$ cat src/rtl/peak_level_detector.sv
// peak_level_detector: windowed peak |sample| detector with valid/ready handshakes on input and result
module peak_level_detector #(
  parameter int WIDTH = 16,
  parameter int WINDOW_LENGTH = 1024
) (
  input  logic             i_clk,
  input  logic             i_reset_n,
  input  logic             i_valid,
  output logic             o_ready,
  input  logic [WIDTH-1:0] i_data,
  output logic             o_valid,
  input  logic             i_ready,
  output logic [WIDTH-2:0] o_level
);
  localparam int CW = WINDOW_LENGTH > 1 ? $clog2(WINDOW_LENGTH) : 1;
  typedef enum logic {ACCUM, EMIT} state_t;
  state_t state, state_nxt;
  logic [CW-1:0] cnt;
  logic [WIDTH-2:0] peak, mag, peak_max;
  logic [WIDTH-1:0] neg;
  logic take, last;
  assign neg = -i_data;
  assign mag = !i_data[WIDTH-1] ? i_data[WIDTH-2:0] : neg[WIDTH-1] ? '1 : neg[WIDTH-2:0];
  assign peak_max = mag > peak ? mag : peak;
  assign last = cnt == CW'(WINDOW_LENGTH - 1);
  assign take = i_valid && o_ready;
  always_ff @(posedge i_clk or negedge i_reset_n)
    if (!i_reset_n) state <= ACCUM;
    else state <= state_nxt;
  always_comb begin
    state_nxt = state;
    o_ready = state == ACCUM;
    o_valid = state == EMIT;
    if (state == ACCUM) state_nxt = take && last ? EMIT : ACCUM;
    else state_nxt = i_ready ? ACCUM : EMIT;
  end
  always_ff @(posedge i_clk or negedge i_reset_n)
    if (!i_reset_n) begin
      cnt <= '0;
      peak <= '0;
      o_level <= '0;
    end else if (take) begin
      cnt <= last ? '0 : cnt + CW'(1);
      peak <= last ? '0 : peak_max;
      if (last) o_level <= peak_max;
    end
endmodule

$ cat config.mk
export PLATFORM = sky130hd
export DESIGN_NAME = peak_level_detector
export DESIGN_NICKNAME = d
export VERILOG_FILES = /design/src/rtl/peak_level_detector.sv
export SDC_FILE = /design/constraint.sdc
export NUM_CORES = 1
export LEC_CHECK = 0
export BUFFER_PORTS_ARGS = -buffer_cell sky130_fd_sc_hd__buf_2
export CAP_MARGIN = 15
export CORE_MARGIN = 2
export CORE_UTILIZATION = 60
export CTS_BUF_LIST = sky130_fd_sc_hd__clkbuf_4 sky130_fd_sc_hd__clkbuf_8
export DETAILED_ROUTE_END_ITERATION = 10
export PLACE_DENSITY = 0.84
export SLEW_MARGIN = 10
export SYNTH_ARGS = -nofsm -noshare
export SYNTH_HDL_FRONTEND = slang
export SYNTH_SLANG_ARGS = --single-unit
export TNS_END_PERCENT = 20
$ cat constraint.sdc
create_clock -name i_clk -period 5.05 [get_ports i_clk]
set_input_delay 1.01 -clock i_clk [delete_from_list [all_inputs] [get_ports i_clk]]
set_output_delay 1.01 -clock i_clk [all_outputs]
set_load 0.05 [all_outputs]
# ---- Yosys cells after proc, flatten, opt, wreduce, memory -nomap -nowiden
# Cells that the tools add are included.
dict set report totals {
  regBits 41
  in_bits 20
  output_inout_bits 17
  wordCells 20
}
dict set report classes {
  add_sub_neg 2
  magnitude_cmp 1
  n_eq_ne 1
  n_mux 8
  bitwise 1
  n_reduce_logical 3
}
# op count
set op_table {}
lappend op_table {{15-bit two-way mux} 4}
lappend op_table {{16-bit negator} 1}
lappend op_table {{15-bit greater-than comparator} 1}
lappend op_table {{10-bit by 1-bit adder with 10-bit output, second input constant} 1}
lappend op_table {{10-bit == test, second input constant} 1}
lappend op_table {{10-bit two-way mux} 1}
lappend op_table {{1-bit two-way mux} 3}
lappend op_table {{1-bit logical AND} 2}
lappend op_table {{2-bit AND reduction} 1}
lappend op_table {{1-bit NOT} 1}

# ---- Logic depth before layout (Yosys ltp)
dict set report logic_depth {
  ltp_word 6
  mapped_depth 15
  depth_no_buf 13
}

# ---- Least setup slack after synthesis
# OpenSTA, ideal clock, no wires.
dict set report synth_path {
  path_type {in2reg}
  from {in i_data[5]}
  to {reg peak[13]}
  setup_ns 0.065
  arrival_time_ns 4.374
  required_ns 4.985
  slack_ns 0.611
  stages 15
  path_buffers 3
  path_cell_list {or4_4 > buf_6 > or3_4 > nand4b_4 > buf_2 > nand2_1 > inv_1 > ha_1 > nand3b_1 > a21oi_1 > o31ai_1 > a21oi_2 > nor3b_1 > clkbuf_1 > a22o_2}
}
dict set report synth_between {
  elab_chain_len 6
}
# element line
set synth_rtl {}
lappend synth_rtl {{start: declaration} 10} ;# input logic [WIDTH-1:0] i_data,
lappend synth_rtl {{16-bit negator} 22} ;# assign neg = -i_data;
lappend synth_rtl {{15-bit two-way mux} 23} ;# assign mag = !i_data[WIDTH-1] ? i_data[WIDTH-2:0] : neg[WIDTH-1] ? '1 : neg[WIDTH-2:0];
lappend synth_rtl {{15-bit two-way mux *} 23}
lappend synth_rtl {{15-bit greater-than comparator} 24} ;# assign peak_max = mag > peak ? mag : peak;
lappend synth_rtl {{15-bit two-way mux *} 24}
lappend synth_rtl {{15-bit two-way mux *} 44} ;# peak <= last ? '0 : peak_max;
lappend synth_rtl {{end signal: assignment} 44}
lappend synth_rtl {{end: declaration} 19} ;# logic [WIDTH-2:0] peak, mag, peak_max;
# Every way passes the cells marked *; elsewhere a longest branch is shown, timed or not.
# A chain may end at the register's enable or synchronous reset.

# ---- Final worst setup path
dict set report layout_path {
  from {in i_data[5]}
  to {reg peak[8]}
}
# Same word-level chain as after synthesis.

==> reports/metrics.csv <==
stage,metric,value,unit
power_and_ir_drop,power per cell area,425.4,nW/um^2
logic_synthesis,Synth Flop Type,dfrtp_1,
finish,Final Util,0.7071,
power_and_ir_drop,Lkg Pwr,1.426,nW
sta,Tmin final,4.361,ns
critical_path,reg2reg start,peak[12],
die,Die Area,4785,um^2
sta,RSZ-0062 raised after global routing,false,
power_and_ir_drop,maximum VDD drop,0.0002294,V
finish,Antenna Cells,0,
logic_synthesis,Syn Area/Cell,9.336,um^2
detailed_routing,vias per cell,5.933,
critical_path,Crit path buffers/inverters,2,
sta,normalized max-slew margin,0.4007,
hold_path,type of the worst min-delay path,reg -> reg,
clock_tree,Clock Tree Buf Depth,2,
sta,count of final setup violators,0,
grt,GRT Total Usage,0.2392,
grt,first-pass GRT wire length,9.335,mm
logic_synthesis,"Net Count, Synth",310,
finish,most frequent cells in the layout,"dfrtp_1, buf_2, nand2_1",
critical_path,worst-path fanout max,13,
grt,total gr overflow,0,
sta,period utilization,0.8636,
place,Setup WS pre-CTS,0.4750,ns
die,core area,4058,um^2
clock_tree,root buffer cell,clkbuf_8,
logic_synthesis,"EDFF count, synth",0,
place,Final HPWL DP,3.999,mm
logic_synthesis,Synth top area share,0.4026,
detailed_routing,Pre-antenna DRT Iters,4,
logic_synthesis,Syn Inst Count,273,
critical_path,CP startpoint,i_data[5],
die,DIE HEIGHT,69.18,um
place,Final GP Congestion,0.8983,
grt,largest net degree at the start of global routing,42,
clock_tree,Clock Sinks,41,
critical_path,CP peak stage delay,0.59,ns
critical_path,cells along the critical path,buf_2 > or4_4 > or3_4 > nand4b_4 > o21ai_1 > ha_1 > a21oi_1 > a21oi_1 > o31ai_1 > a21oi_2 > o21ai_1 > buf_4 > a22o_1,
sta,total negative slack,0,ns
clock_tree,CTS Buf Count,5,
die,Rows,23,
clock_tree,Clock Latency Late Sink,0.29,ns
clock_tree,hold buffer count at CTS,0,
die,Die X,69.18,um
grt,vias in the first global route,2021,
grt,initial antenna violation count,0,
logic_synthesis,Netlist Area Pre-Place,2549,um^2
detailed_routing,drt first-iter violations,149,
logic_synthesis,ys async rst share,1.000,
logic_synthesis,sequential area share after synthesis,0.4026,
finish,Area growth syn-to-layout,12.57,%
critical_path,Worst setup SP type,primary input,
place,Port-buffer cells,36,
logic_synthesis,synthesis-stage register bit count,41,
outcome,status,"complete, no violations",
sta,highest clock rate,229.3,MHz
hold_path,hold wc startpoint,cnt[8],
detailed_routing,Routed Antenna Nets,0,
critical_path,Worst EP arrival,4.60,ns
detailed_routing,detailed-route via count,2112,
clock_tree,"Reg clk slew, reported paths",0.08,ns
die,effective utilization at floorplan,0.6281,
finish,fraction of layout cells with a size suffix above 1,0.1928,
clock_tree,CTS tree,built,
run,Max-Cap Viols,0,
critical_path,Worst Path Required,5.28,ns
detailed_routing,Total Routed Length,5.384,mm
critical_path,critical path class,in -> reg,
sta,Hold Fails Final Rpt,0,
critical_path,Top delay family on crit path,compound AO/OA/AOI/OAI gates,
logic_synthesis,largest area contributor in the netlist,dfrtp_1,
die,# IOs,37,
clock_tree,post-cts repair resize count,0,
sta,Max Slew Vio Count,0,
critical_path,CP max-delay cell,or4_4,
sta,Slew @ Worst Pin,0.8989,ns
sta,Post-Route Skew,0.002735,ns
clock_tree,htree depth,2,
finish,"Net count, final",342,
critical_path,crit end category,flip-flop,
logic_synthesis,synth top area cells,"dfrtp_1, ha_1, a22o_1",
logic_synthesis,Yosys warnings,0,
detailed_routing,DRC Markers,0,
sta,final worst setup slack,0.6888,ns
power_and_ir_drop,Overall Power,1.221,mW
clock_tree,Post-CTS Setup Inserts,0,
finish,"commonest non-fill, non-tap cell in the layout",dfrtp_1,
logic_synthesis,Cell variety after synth,45,
detailed_routing,Routed WL per cell,15.12,um
==> Yosys cell counts, drive strengths merged (2+ instances only) <==
| cell type | number |
|---|---|
| or2 | 2 |
| o31ai | 4 |
| inv | 24 |
| mux2i | 6 |
| nor2b | 2 |
| clkbuf | 9 |
| o21ai | 18 |
| and3 | 3 |
| o41ai | 6 |
| a211oi | 2 |
| dfrtp | 41 |
| a21oi | 14 |
| nor2 | 9 |
| nand4 | 8 |
| nand2 | 31 |
| buf | 5 |
| nor3 | 3 |
| or3 | 5 |
| and2 | 2 |
| xor2 | 11 |
| xnor2 | 3 |
| o311ai | 9 |
| nand3 | 13 |
| a22o | 15 |
| ha | 17 |
==> final timing paths <==
path	endpoint	slack, ns	cells past startpoint
worst max register to register	peak[8]	2.53	9
worst min-delay path	cnt[8]	0.47	1
worst max-delay path	peak[8]	0.69	13
worst min register to register	cnt[8]	0.47	1
max in group asynchronous	cnt[2]	3.65	1
min in group asynchronous	o_level[10]	0.84	1
==> state kept, by name, indices dropped and copies added (netlist names) <==
signal	cells
o_level	15
peak	15
cnt	10
o_valid	1
==> final cells by class <==
cell class                 instances  area, um^2
fill                             320        1189
clock buffer                       7       90.09
tap                               50       62.56
multi-input combinational        194        1368
inverter                          24       90.09
timing repair buffer              39       202.7
clock inverter                     1       30.03
sequential                        41        1026
==> power by group <==
group / total (mW) / internal [mW] / switching (mW)
Sequential: 0.473 / 0.407 / 0.0662
Combinational: 0.468 / 0.198 / 0.270
Clock: 0.279 / 0.167 / 0.113
==> stage by stage <==
stage | instance area, um^2 | std cells | hold slack, ns
2_1_floorplan | 2549 | 273 | 0.4418
3_3_place_gp | 2749 | 348 | 0.4609
3_5_place_dp | 2749 | 348 | 0.4673
4_1_cts | 2869 | 356 | 0.4798
5_1_grt | 2869 | 356 | 0.4936
6_report | 2869 | 356 | 0.4747
==> per-layer routing <==
layer  GRT usage  part of all wire  vias to the layer above
li1            -                 -                     1054
met1      0.3317              0.48                      975
met2      0.3707              0.43                       74
met3     0.05669             0.075                        9
met4     0.08061             0.013                        0
met5           0                 0                        -
==> kinds of logic (layout without fill, tap and decap cells) <==
logic type	count (synthesis)	count (layout)	share of synthesized area
muxes	6	6	0.02357
adders and majority gates	17	17	0.08345
AOI/OAI and AO/OA	71	71	0.2018
xor gates and xnor gates	14	14	0.04811
and+or+nand+nor	86	86	0.1797
buffers and inverters	38	71	0.06087
DFF	41	41	0.4026
(Power assumes the default switching activity.)
